[src/rtl/line_clear_engine.sv]
// line_clear_engine: compacts the 20x10 board after a piece locks. It scans bottom-up,
// drops full rows, zero-fills the vacated top rows, and updates the running and best score.
module line_clear_engine #(
  parameter int ROWS    = 20,
  parameter int COLS    = 10,
  parameter int CELL_W  = 5,
  parameter int SCORE_W = 20
) (
  input  logic                   CLOCK_50,
  input  logic                   RESET_N,
  input  logic                   start,
  input  logic                   clear_score,
  output logic [4:0]             row_raddr,
  input  logic [COLS*CELL_W-1:0] row_rdata,
  output logic [4:0]             row_waddr,
  output logic                   row_we,
  output logic [COLS*CELL_W-1:0] row_wdata,
  output logic                   busy,
  output logic                   done,
  output logic [2:0]             lines,
  output logic [SCORE_W-1:0]     score,
  output logic [SCORE_W-1:0]     best_score
);

  localparam logic [2:0] S_IDLE  = 3'd0;
  localparam logic [2:0] S_SCAN  = 3'd1;
  localparam logic [2:0] S_FILL  = 3'd2;
  localparam logic [2:0] S_SCORE = 3'd3;
  localparam logic [2:0] S_DONE  = 3'd4;

  localparam logic [4:0] LAST_ROW = 5'(ROWS - 1);

  logic [2:0]         r_state;
  logic [4:0]         r_rd;
  logic [4:0]         r_wr;
  logic [4:0]         r_cnt;
  logic               w_full;
  logic [4:0]         w_cnt_nxt;
  logic [SCORE_W-1:0] w_sum;

  // Tetris line reward; anything beyond four lines is paid as a Tetris.
  function automatic logic [SCORE_W-1:0] line_points(input logic [4:0] n);
    case (n)
      5'd0:    line_points = '0;
      5'd1:    line_points = SCORE_W'(40);
      5'd2:    line_points = SCORE_W'(100);
      5'd3:    line_points = SCORE_W'(300);
      default: line_points = SCORE_W'(1200);
    endcase
  endfunction

  // Unsigned add that clamps at the all-ones score instead of wrapping.
  function automatic logic [SCORE_W-1:0] sat_add(input logic [SCORE_W-1:0] a,
                                                 input logic [SCORE_W-1:0] b);
    logic [SCORE_W:0] s;
    s = {1'b0, a} + {1'b0, b};
    sat_add = s[SCORE_W] ? {SCORE_W{1'b1}} : s[SCORE_W-1:0];
  endfunction

  // A row is full only when every cell holds a locked colour (1..9).
  always_comb begin
    w_full = 1'b1;
    for (int c = 0; c < COLS; c++) begin
      if ((row_rdata[c*CELL_W +: CELL_W] == '0) ||
          (row_rdata[c*CELL_W +: CELL_W] > CELL_W'(9)))
        w_full = 1'b0;
    end
  end

  assign w_cnt_nxt = r_cnt + {4'd0, w_full};
  assign w_sum     = sat_add(score, line_points(r_cnt));

  // Board port drive: copy surviving rows down during the scan, zeros during the fill.
  always_comb begin
    row_raddr = LAST_ROW;
    row_waddr = '0;
    row_we    = 1'b0;
    row_wdata = '0;
    busy      = (r_state != S_IDLE);
    done      = (r_state == S_DONE);
    case (r_state)
      S_SCAN: begin
        row_raddr = r_rd;
        if (!w_full && (r_rd != r_wr)) begin
          row_we    = 1'b1;
          row_waddr = r_wr;
          row_wdata = row_rdata;
        end
      end
      S_FILL: begin
        row_we    = 1'b1;
        row_waddr = r_wr;
      end
      default: ;
    endcase
  end

  // Pass sequencer: read pointer walks every row, write pointer trails it past full rows.
  always_ff @(posedge CLOCK_50 or negedge RESET_N) begin
    if (!RESET_N) begin
      r_state <= S_IDLE;
      r_rd    <= LAST_ROW;
      r_wr    <= LAST_ROW;
      r_cnt   <= '0;
    end else begin
      case (r_state)
        S_IDLE: begin
          if (start) begin
            r_rd    <= LAST_ROW;
            r_wr    <= LAST_ROW;
            r_cnt   <= '0;
            r_state <= S_SCAN;
          end
        end
        S_SCAN: begin
          if (w_full) r_cnt <= w_cnt_nxt;
          else        r_wr  <= r_wr - 5'd1;
          r_rd <= r_rd - 5'd1;
          // Stop on the row-0 cycle itself; the 5-bit pointer would wrap one step later.
          if (r_rd == 5'd0)
            r_state <= (w_cnt_nxt != 5'd0) ? S_FILL : S_SCORE;
        end
        S_FILL: begin
          r_wr <= r_wr - 5'd1;
          if (r_wr == 5'd0) r_state <= S_SCORE;
        end
        S_SCORE: r_state <= S_DONE;
        default: r_state <= S_IDLE;
      endcase
    end
  end

  // Score bookkeeping; a coincident clear_score overrides the new score but best still sees the sum.
  always_ff @(posedge CLOCK_50 or negedge RESET_N) begin
    if (!RESET_N) begin
      lines      <= '0;
      score      <= '0;
      best_score <= '0;
    end else begin
      if (r_state == S_SCORE) begin
        lines <= (r_cnt > 5'd7) ? 3'd7 : r_cnt[2:0];
        score <= w_sum;
        if (w_sum > best_score) best_score <= w_sum;
      end
      if (clear_score) score <= '0;
    end
  end

endmodule
[config.mk]
export PLATFORM = sky130hd
export DESIGN_NAME = line_clear_engine
export DESIGN_NICKNAME = d
export VERILOG_FILES = /design/src/rtl/line_clear_engine.sv
export SDC_FILE = /design/constraint.sdc
export NUM_CORES = 1
export LEC_CHECK = 0
export CAP_MARGIN = 10
export CORE_UTILIZATION = 50
export CTS_CLUSTER_DIAMETER = 50
export DETAILED_ROUTE_END_ITERATION = 6
export PLACE_DENSITY = 0.85
export SLEW_MARGIN = 40
export SYNTH_ARGS = -nofsm -noshare
export SYNTH_HDL_FRONTEND = slang
export SYNTH_SLANG_ARGS = --single-unit
[constraint.sdc]
create_clock -name CLOCK_50 -period 10.2 [get_ports CLOCK_50]
set_clock_uncertainty 0.05 [all_clocks]
set_input_delay 2.04 -clock CLOCK_50 [delete_from_list [all_inputs] [get_ports CLOCK_50]]
set_output_delay 2.04 -clock CLOCK_50 [all_outputs]
set_load 0.01 [all_outputs]
==> results of run 1 <==
[sequential cells by signal (all words and copies together), names as in the netlist]
name	flops
r_cnt	5
lines	3
r_rd	5
best_score	20
r_wr	5
r_state	3
score	20
[through the flow]
stage | hold slack, ns | util (%)
final | 0.4421 | 73.35
after global routing | 0.4802 | 73.35
after CTS | 0.4498 | 73.29
after detailed placement | 0.4331 | 71.01
after global placement | 0.4247 | 71.01
after floorplan | 0.4340 | -
[worst paths after layout]
path                             endpoint  cells past startpoint          start
max                          row_waddr[4]                     10  row_rdata[34]
min                              lines[2]                      2       lines[2]
max reg2reg                best_score[12]                     16       r_cnt[4]
min reg2reg                      lines[2]                      2       lines[2]
max in group asynchronous         r_rd[1]                      2        RESET_N
min in group asynchronous  best_score[17]                      2        RESET_N
[worst min-delay path, stage by stage, from the launching register on]
cell and delay [ns]:
sky130_fd_sc_hd__dfrtp_1 0.35, sky130_fd_sc_hd__nand2_1 0.05, sky130_fd_sc_hd__o21ai_0 0.06
[layout by cell type (no fill, tap or decap), types with 3 or more instances in the layout]
master and n:
sky130_fd_sc_hd__and4_1 3, sky130_fd_sc_hd__nor3_1 19, sky130_fd_sc_hd__inv_1 36, sky130_fd_sc_hd__dfrtp_1 55, sky130_fd_sc_hd__nand2_1 37, sky130_fd_sc_hd__and3_1 56, sky130_fd_sc_hd__nor2_1 48, sky130_fd_sc_hd__nor2b_1 5
sky130_fd_sc_hd__a211oi_1 8, sky130_fd_sc_hd__ha_1 34, sky130_fd_sc_hd__clkdlybuf4s50_1 158, sky130_fd_sc_hd__nand3_1 18, sky130_fd_sc_hd__nor3b_1 3, sky130_fd_sc_hd__o21a_1 9, sky130_fd_sc_hd__nand2b_1 5, sky130_fd_sc_hd__nand4_1 11
sky130_fd_sc_hd__xor2_1 8, sky130_fd_sc_hd__mux2_2 20, sky130_fd_sc_hd__or3_1 3, sky130_fd_sc_hd__mux2i_1 7, sky130_fd_sc_hd__dfstp_2 6, sky130_fd_sc_hd__and2_1 8, sky130_fd_sc_hd__a311oi_1 7, sky130_fd_sc_hd__o21ai_0 36
sky130_fd_sc_hd__nor4_1 6, sky130_fd_sc_hd__xnor2_1 9, sky130_fd_sc_hd__a21oi_1 31, sky130_fd_sc_hd__clkbuf_8 11, sky130_fd_sc_hd__or4_1 8
[logic make-up (layout without fill, tap and decap cells)]
kind of cell / Yosys count / in the layout
AOI/OAI and AO/OA: 114 / 114
xor gates and xnor gates: 17 / 17
adders and majority gates: 35 / 35
buffers and inverters: 65 / 214
DFF: 61 / 61
muxes: 27 / 27
and+or+nand+nor: 241 / 241
[power by group through the flow]
stage	sequential [mW]	clock (mW)	combinational, mW
4_1_cts	0.325	0.227	0.714
6_report	0.326	0.221	0.713
3_3_place_gp	0.327	0	0.695
2_1_floorplan	0.307	0	0.383
5_1_grt	0.331	0.236	0.770
3_5_place_dp	0.329	0	0.709
[routing by layer]
metal	share of wire, %	wire length, um	up-vias	global-route usage (%)
li1	-	-	2324	-
met1	43	5942	2328	37.66
met2	50	6872	168	48.10
met3	5.0	693	31	5.887
met4	2.2	307	0	9.644
met5	0	0	-	0
[cell type report]
class	instances	area (um2)
sequential	61	1534
multi-input combinational	434	2902
inverter	36	135.1
clock inverter	4	47.55
tap	108	135.1
clock buffer	12	155.1
timing repair buffer	162	1613
fill	685	2370
==> reports/results.md, run 1 <==
| Group | Parameter | This run |
| --- | --- | --- |
| synth | Simple-Gate Fraction of Synth Area | 27.76% |
| synth | Cell area after synthesis | 4678 um2 |
| timing | Final setup violating endpoints | 0 |
| detailed routing | Total number of vias | 4851 |
| timing | Slew at the pin closest to its max-slew limit | 0.8433 ns |
| placed design | Pre-CTS setup slack | 3.032 ns |
| die | Core Box Area | 8891 um2 |
| synth | Most instantiated library cell after synthesis | sky130_fd_sc_hd__and3_1 |
| worst setup path | List of cells traversed by the critical path | clkdlybuf4s50_1 > or4_1 > or4b_1 > nor4_2 > a21oi_2 > buf_4 > nand2_1 > o21ai_0 > and2_1 > clkdlybuf4s50_1 |
| worst setup path | Setup crit start kind | primary input |
| synth | Post-Synth XOR/XNOR Area | 3.183% |
| timing | Final critical path time including I/O delays and setup | 7.189 ns |
| outcome | Result of the run | complete, no violations |
| worst setup path | Cell type group with the largest total delay on the critical path | simple AND/OR/NAND/NOR gates |
| cells and area | Fraction of layout cells with a size suffix above 1 | 7.757% |
| synth | Combinational family with the most area after synthesis | simple AND/OR/NAND/NOR gates |
| detailed routing | Detailed-route vias per instance | 5.938 |
| worst setup path | Buffers & Inverters on Critical Path | 3 |
| timing | Peak Freq | 139.1 MHz |
| clock network | Max clock buf depth | 2 |
| synth | Top cell type by total area after synthesis | sky130_fd_sc_hd__dfrtp_1 |
| synth | Cells after synthesis | 560 |
| worst setup path | Setup CP Type | primary input to primary output |
| synth | Top area cells in the synthesized netlist | sky130_fd_sc_hd__dfrtp_1, sky130_fd_sc_hd__ha_1, sky130_fd_sc_hd__and3_1 |
| clock network | Setup Fix Bufs, Post-CTS | 0 |
| placed design | Buffers added on ports | 159 |
| clock network | Clk root buf | sky130_fd_sc_hd__clkbuf_8 |
| pwr | Internal portion of total power | 786.7 uW |
| worst setup path | Worst Path Max Fanout | 53 |
| synth | Top cell type's share of synthesized area | 29.42% |
| timing | Count of pins over their slew limit | 0 |
| worst setup path | Cell with the biggest individual delay on the critical path | sky130_fd_sc_hd__or4b_1 |
| timing | RSZ-0062 raised after global routing | no |
| timing | Post-Route Setup TNS | 0 ns |
| die | Die area | 9748 um2 |
| clock network | Inserted Clock Buffers | 9 |
| synth | Post-synthesis net count | 649 |
| pwr | IR Drop Worst-Case VDD | 223.1 uV |
| clock network | Clock latency reported for the late side of the worst-skew pair | 0.35 ns |
| timing | Final hold violation count | 0 |
| cells and area | Post-route cell area | 6521 um2 |
| placed design | Placed Cells incl. Taps | 801 |
| detailed routing | DRC marker count from the first detailed-route iteration | 307 |
| detailed routing | Wire per inst | 16.91 um |
| detailed routing | Residual DRC count | 0 |
| pwr | Final Total Pwr | 1.261 mW |
| synth | Most instantiated flip-flop cell in the synthesis netlist | sky130_fd_sc_hd__dfrtp_1 |
| grt | Wire length of the first global-routing pass | 22500 um |
| worst hold path | Kind of path behind the tightest hold check | flip-flop to flip-flop |
| die | Top-level I/O count | 160 |
| synth | Netlist cell types | 58 |
| synth | Synth Area in Compound Gates | 15.22% |
| timing | Setup slack of the critical path after layout | 3.011 ns |
| grt | Overflow after GRT | 0 |
| cells and area | Antenna cell count | 0 |
| worst setup path | Critical Path RT | 8.11 ns |
| clock network | Hold bufs inserted after CTS | 0 |
| die | Die height | 98.73 um |
| placed design | Placed inst area | 6314 um2 |
| grt | GR Util All Layers | 28.87% |
| die | Chip width | 98.73 um |
| detailed routing | Final wirelength | 13820 um |
| placed design | Weighted congestion reported at the end of routability-driven placement | 0.8613 |
| synth | Synthesized area per cell | 8.354 um2 |
| synth | Number of warnings reported in the yosys synthesis log | 0 |
| synth | Sequential-to-total area share from yosys stat | 32.79% |
| synth | Post-synthesis share of cell area spent on full adders, half adders and majority gates | 9.521% |
| grt | Pin count of the biggest net entering global routing | 62 |
| timing | Worst relative slew slack | 43.60% |
| detailed routing | Drt first pass iters | 5 |
| cells and area | Area grow syn2layout | 39.40% |
| synth | Post-synth EDFFs | 0 |
| cells and area | Number of standard cells in the final layout excluding fillers | 817 |
| placed design | Half-perimeter wire length after detailed placement | 10450 um |
| pwr | Portion of total power attributed to combinational logic | 56.6% |
| worst setup path | Type of destination of the critical path | primary output |
| worst setup path | Worst EP arrival | 5.10 ns |
| synth | Yosys reg bits | 61 |
| clock network | Clock net sink count | 61 |
| clock network | Clock transition at the register clock pins on the worst setup and hold paths after CTS | 0.07 ns |
| pwr | Net switching component of the power | 474.0 uW |
| pwr | Power density relative to cell area | 193.3 nW/um2 |
| pwr | Sequential Power Share | 25.9% |
| pwr | Lkg Pwr | 2.941 nW |
| grt | Number of antenna violations at the first check in global routing | 0 |
| timing | Fin crit share | 70.48% |
| pwr | Clock power share | 17.5% |
| grt | Number of global-route vias before repair | 4624 |
| clock network | Gates resized, CTS repair | 0 |
| worst setup path | Maximum cell stage delay along the critical path | 0.55 ns |
| pwr | Switching power as a share of total power | 37.60% |
| worst setup path | Worst path most repeated cell | sky130_fd_sc_hd__clkdlybuf4s50_1 |
| clock network | Clock tree from TritonCTS | done |
| worst setup path | Worst setup slack for register-to-register paths | 4.62 ns |
| die | Starting Density | 52.62% |
| synth | Ranking of synthesized cells by instance count | sky130_fd_sc_hd__and3_1, sky130_fd_sc_hd__dfrtp_1, sky130_fd_sc_hd__nor2_1 |
| synth | Fraction of synthesis flops using an asynchronous set or reset pin | 100.0% |
| run | Max cap viols | 0 |
| clock network | H-tree depth reported by CTS | 3 |
| synth | Mux share of post-synthesis cell area | 6.312% |
| cells and area | Layout net count | 793 |
| detailed routing | DRT antenna net count | 0 |
| die | Placement Rows | 34 |
(Power assumes the default switching activity.)
==> run 2: changes to the inputs <==
- CORE_UTILIZATION: 50 -> 47
- PLACE_DENSITY: 0.85 -> 0.8
- clock period: 10.2 -> 6.92 ns (I/O delays scaled with it)
==> reports/results.md, run 2 (synthesis gave the netlist of run 1 again) <==
| Group | Parameter | This run | Change |
| --- | --- | --- | --- |
| outcome | Result of the run | complete, no violations |  |
| timing | Final hold violation count | 0 | unchanged |
| detailed routing | Wire per inst | 16.48 um | -2.5% |
| worst hold path | Hold Crit Start | lines[2] |  |
| detailed routing | Highest routed layer | met4 |  |
| die | Die area | 10360 um2 | +6.3% |
| detailed routing | Routed length on met2 | 6956 um | +1.2% |
| clock network | Clock net sink count | 61 | unchanged |
| grt | Number of global-route vias before repair | 4787 | +3.5% |
| worst setup path | Setup CP Type | primary input to primary output |  |
| clock network | Clock latency reported for the late side of the worst-skew pair | 0.35 ns | about the same |
| placed design | Placed inst area | 6345 um2 | +0.50% |
| pwr | IR Drop Worst-Case VDD | 295.5 uV | +32% |
| cells and area | Count of filler cells inserted in the layout | 804 | +17% |
| cells and area | Final core utilization | 67.43% | -5.9 points |
| clock network | Clock transition at the register clock pins on the worst setup and hold paths after CTS | 0.07 ns | about the same |
| worst setup path | List of cells traversed by the critical path | clkdlybuf4s50_1 > or4_1 > or4b_1 > nor4_2 > a21oi_2 > buf_4 > nand2_1 > o21ai_0 > and2_1 > clkdlybuf4s50_1 |  |
| die | Top-level I/O count | 160 | unchanged |
| grt | Number of antenna violations at the first check in global routing | 0 | unchanged |
| cells and area | Layout net count | 793 | unchanged |
| grt | GR Util All Layers | 27.54% | -1.3 points |
| worst setup path | Cell with the biggest individual delay on the critical path | sky130_fd_sc_hd__or4b_1 |  |
| cells and area | Post-route cell area | 6560 um2 | +0.59% |
| pwr | Power density relative to cell area | 285.6 nW/um2 | +48% |
| placed design | Weighted congestion reported at the end of routability-driven placement | 0.8696 | +0.96% |
| worst hold path | Kind of path behind the tightest hold check | flip-flop to flip-flop |  |
| timing | Final setup violating endpoints | 0 | unchanged |
| cells and area | Number of standard cells in the final layout excluding fillers | 842 | +3.1% |
| worst setup path | Startpoint of the worst register-to-register path | r_cnt[4] |  |
| clock network | Hold bufs inserted after CTS | 0 | unchanged |
| timing | RSZ-0062 raised after global routing | no |  |
| placed design | Pre-CTS setup slack | 1.068 ns | -1.965 ns |
| timing | Worst relative slew slack | 43.55% | -0.051 points |
| cells and area | Area grow syn2layout | 40.22% |  |
| timing | Final critical path time including I/O delays and setup | 5.909 ns |  |
| clock network | Clock tree from TritonCTS | done |  |
| cells and area | Most common cell after layout, fill and taps aside | sky130_fd_sc_hd__clkdlybuf4s50_1 |  |
| clock network | Setup Fix Bufs, Post-CTS | 0 | unchanged |
| die | Chip width | 101.8 um | +3.1% |
| detailed routing | Routed met1 length | 5947 um | about the same |
| timing | Slew at the pin closest to its max-slew limit | 0.8444 ns | +0.001040 ns |
| detailed routing | Final wirelength | 13880 um | +0.44% |
| clock network | Gates resized, CTS repair | 0 | unchanged |
| worst setup path | Maximum cell stage delay along the critical path | 0.56 ns | about the same |
| timing | Post-route worst hold slack | 0.4413 ns | -0.0007240 ns |
| timing | Post-Route Setup TNS | 0 ns | unchanged |
| timing | Count of pins over their slew limit | 0 | unchanged |
| worst setup path | Worst path most repeated cell | sky130_fd_sc_hd__clkdlybuf4s50_1 |  |
| worst setup path | Critical path startpoint | row_rdata[34] |  |
| placed design | Half-perimeter wire length after detailed placement | 10410 um | -0.37% |
| detailed routing | Detailed-route vias per instance | 5.827 | -1.9% |
| cells and area | Antenna cell count | 0 | unchanged |
| detailed routing | DRC marker count from the first detailed-route iteration | 328 | +6.8% |
| grt | Pin count of the biggest net entering global routing | 62 | unchanged |
| cells and area | Fraction of layout cells with a size suffix above 1 | 7.898% | +0.14 points |
| timing | Setup slack of the critical path after layout | 1.011 ns | -1.999 ns |
| pwr | Final Total Pwr | 1.874 mW | +49% |
| detailed routing | Total number of vias | 4906 | +1.1% |
| detailed routing | Residual DRC count | 0 | unchanged |
| clock network | Clk root buf | sky130_fd_sc_hd__clkbuf_8 |  |
| die | Core Box Area | 9729 um2 | +9.4% |
| worst setup path | Setup crit start kind | primary input |  |
| clock network | H-tree depth reported by CTS | 3 | unchanged |
| detailed routing | Met3 wirelength from detailed routing | 759 um | +9.5% |
| grt | Overflow after GRT | 0 | unchanged |
| detailed routing | Drt first pass iters | 5 | unchanged |
| die | Placement Rows | 36 | +5.9% |
| detailed routing | DRT antenna net count | 0 | unchanged |
| pwr | Lkg Pwr | 2.950 nW | +0.33% |
| timing | Peak Freq | 169.2 MHz |  |
| worst setup path | Type of destination of the critical path | primary output |  |
| timing | Fin crit share | 85.39% |  |
| die | Starting Density | 48.08% | -4.5 points |
| die | Die height | 101.8 um | +3.1% |
| placed design | Placed Cells incl. Taps | 826 | +3.1% |
| run | Max cap viols | 0 | unchanged |
| cells and area | Top Registers | best_score x20, score x20 |  |
| worst setup path | Worst Path Max Fanout | 53 | unchanged |
| placed design | Buffers added on ports | 159 | unchanged |
| clock network | Inserted Clock Buffers | 9 | unchanged |
| worst setup path | Worst EP arrival | 4.47 ns | -0.63 ns |
| worst setup path | Buffers & Inverters on Critical Path | 3 | unchanged |
| worst setup path | Cell type group with the largest total delay on the critical path | simple AND/OR/NAND/NOR gates |  |
| clock network | Max clock buf depth | 2 | unchanged |
| cells and area | Leading cell types in the layout, fill and taps excluded | sky130_fd_sc_hd__clkdlybuf4s50_1, sky130_fd_sc_hd__and3_1, sky130_fd_sc_hd__dfrtp_1, sky130_fd_sc_hd__nor2_1, sky130_fd_sc_hd__nand2_1 |  |
| grt | Wire length of the first global-routing pass | 22560 um | +0.28% |
| worst setup path | Critical Path RT | 5.49 ns | -2.62 ns |
[run 2: cell count changes in the layout (fill, tap and decap cells not counted)]
cell / change
sky130_fd_sc_hd__clkinvlp_4: -1
sky130_fd_sc_hd__clkbuf_8: +1
sky130_fd_sc_hd__clkbuf_1: -1
sky130_fd_sc_hd__clkinv_2: +1
[run 2: cell type report]
| class | instances | area, um2 | share of cell area [%] |
|---|---|---|---|
| Multi-Input combinational cell | 434 | 2902 | 44.23 |
| Clock buffer | 12 | 165.2 | 2.518 |
| Inverter | 36 | 135.1 | 2.060 |
| Clock inverter | 4 | 45.04 | 0.6866 |
| Sequential cell | 61 | 1534 | 23.38 |
| Timing Repair Buffer | 162 | 1613 | 24.59 |
| Tap cell | 133 | 166.4 | 2.537 |
[run 2: routing by layer]
metal / GRT usage (%) / vias to the layer above
met3: 4.624 / 19
met4: 8.696 / 0
met2: 46.78 / 192
met5: 0 / -
met1: 35.69 / 2371
li1: - / 2324
[run 2: final timing paths]
path                                   to  slack [ns]  cells after the start
max                          row_waddr[2]        1.01                     10
max in group asynchronous        score[7]        5.34                      2
min in group asynchronous  best_score[12]        1.03                      2
min                              lines[2]        0.44                      2
max reg2reg                best_score[15]        1.52                     16
min reg2reg                      lines[2]        0.44                      2
[run 2: power by group]
group          total (mW)  switching, mW  internal, mW  leakage (nW)
Clock               0.336          0.142         0.194         0.112
Sequential          0.479         0.0700         0.409         0.822
Combinational        1.06          0.494         0.564          2.02
Total                1.87          0.707          1.17          2.95
[run 2: worst reg2reg max path, stage by stage (launching register included)]
cell	delay, ns
sky130_fd_sc_hd__dfrtp_1	0.45
sky130_fd_sc_hd__nor3_1	0.47
sky130_fd_sc_hd__inv_1	0.22
sky130_fd_sc_hd__or3_1	0.36
sky130_fd_sc_hd__ha_1	0.38
sky130_fd_sc_hd__o21ai_0	0.14
sky130_fd_sc_hd__o21ai_0	0.34
sky130_fd_sc_hd__a41oi_1	0.29
sky130_fd_sc_hd__nor3b_1	0.47
sky130_fd_sc_hd__nand3_1	0.13
sky130_fd_sc_hd__o21a_1	0.16
sky130_fd_sc_hd__ha_1	0.29
sky130_fd_sc_hd__nand4_1	0.09
sky130_fd_sc_hd__nor3_1	0.32
sky130_fd_sc_hd__nor3b_1	0.27
sky130_fd_sc_hd__a211o_2	0.46
sky130_fd_sc_hd__mux2_2	0.41
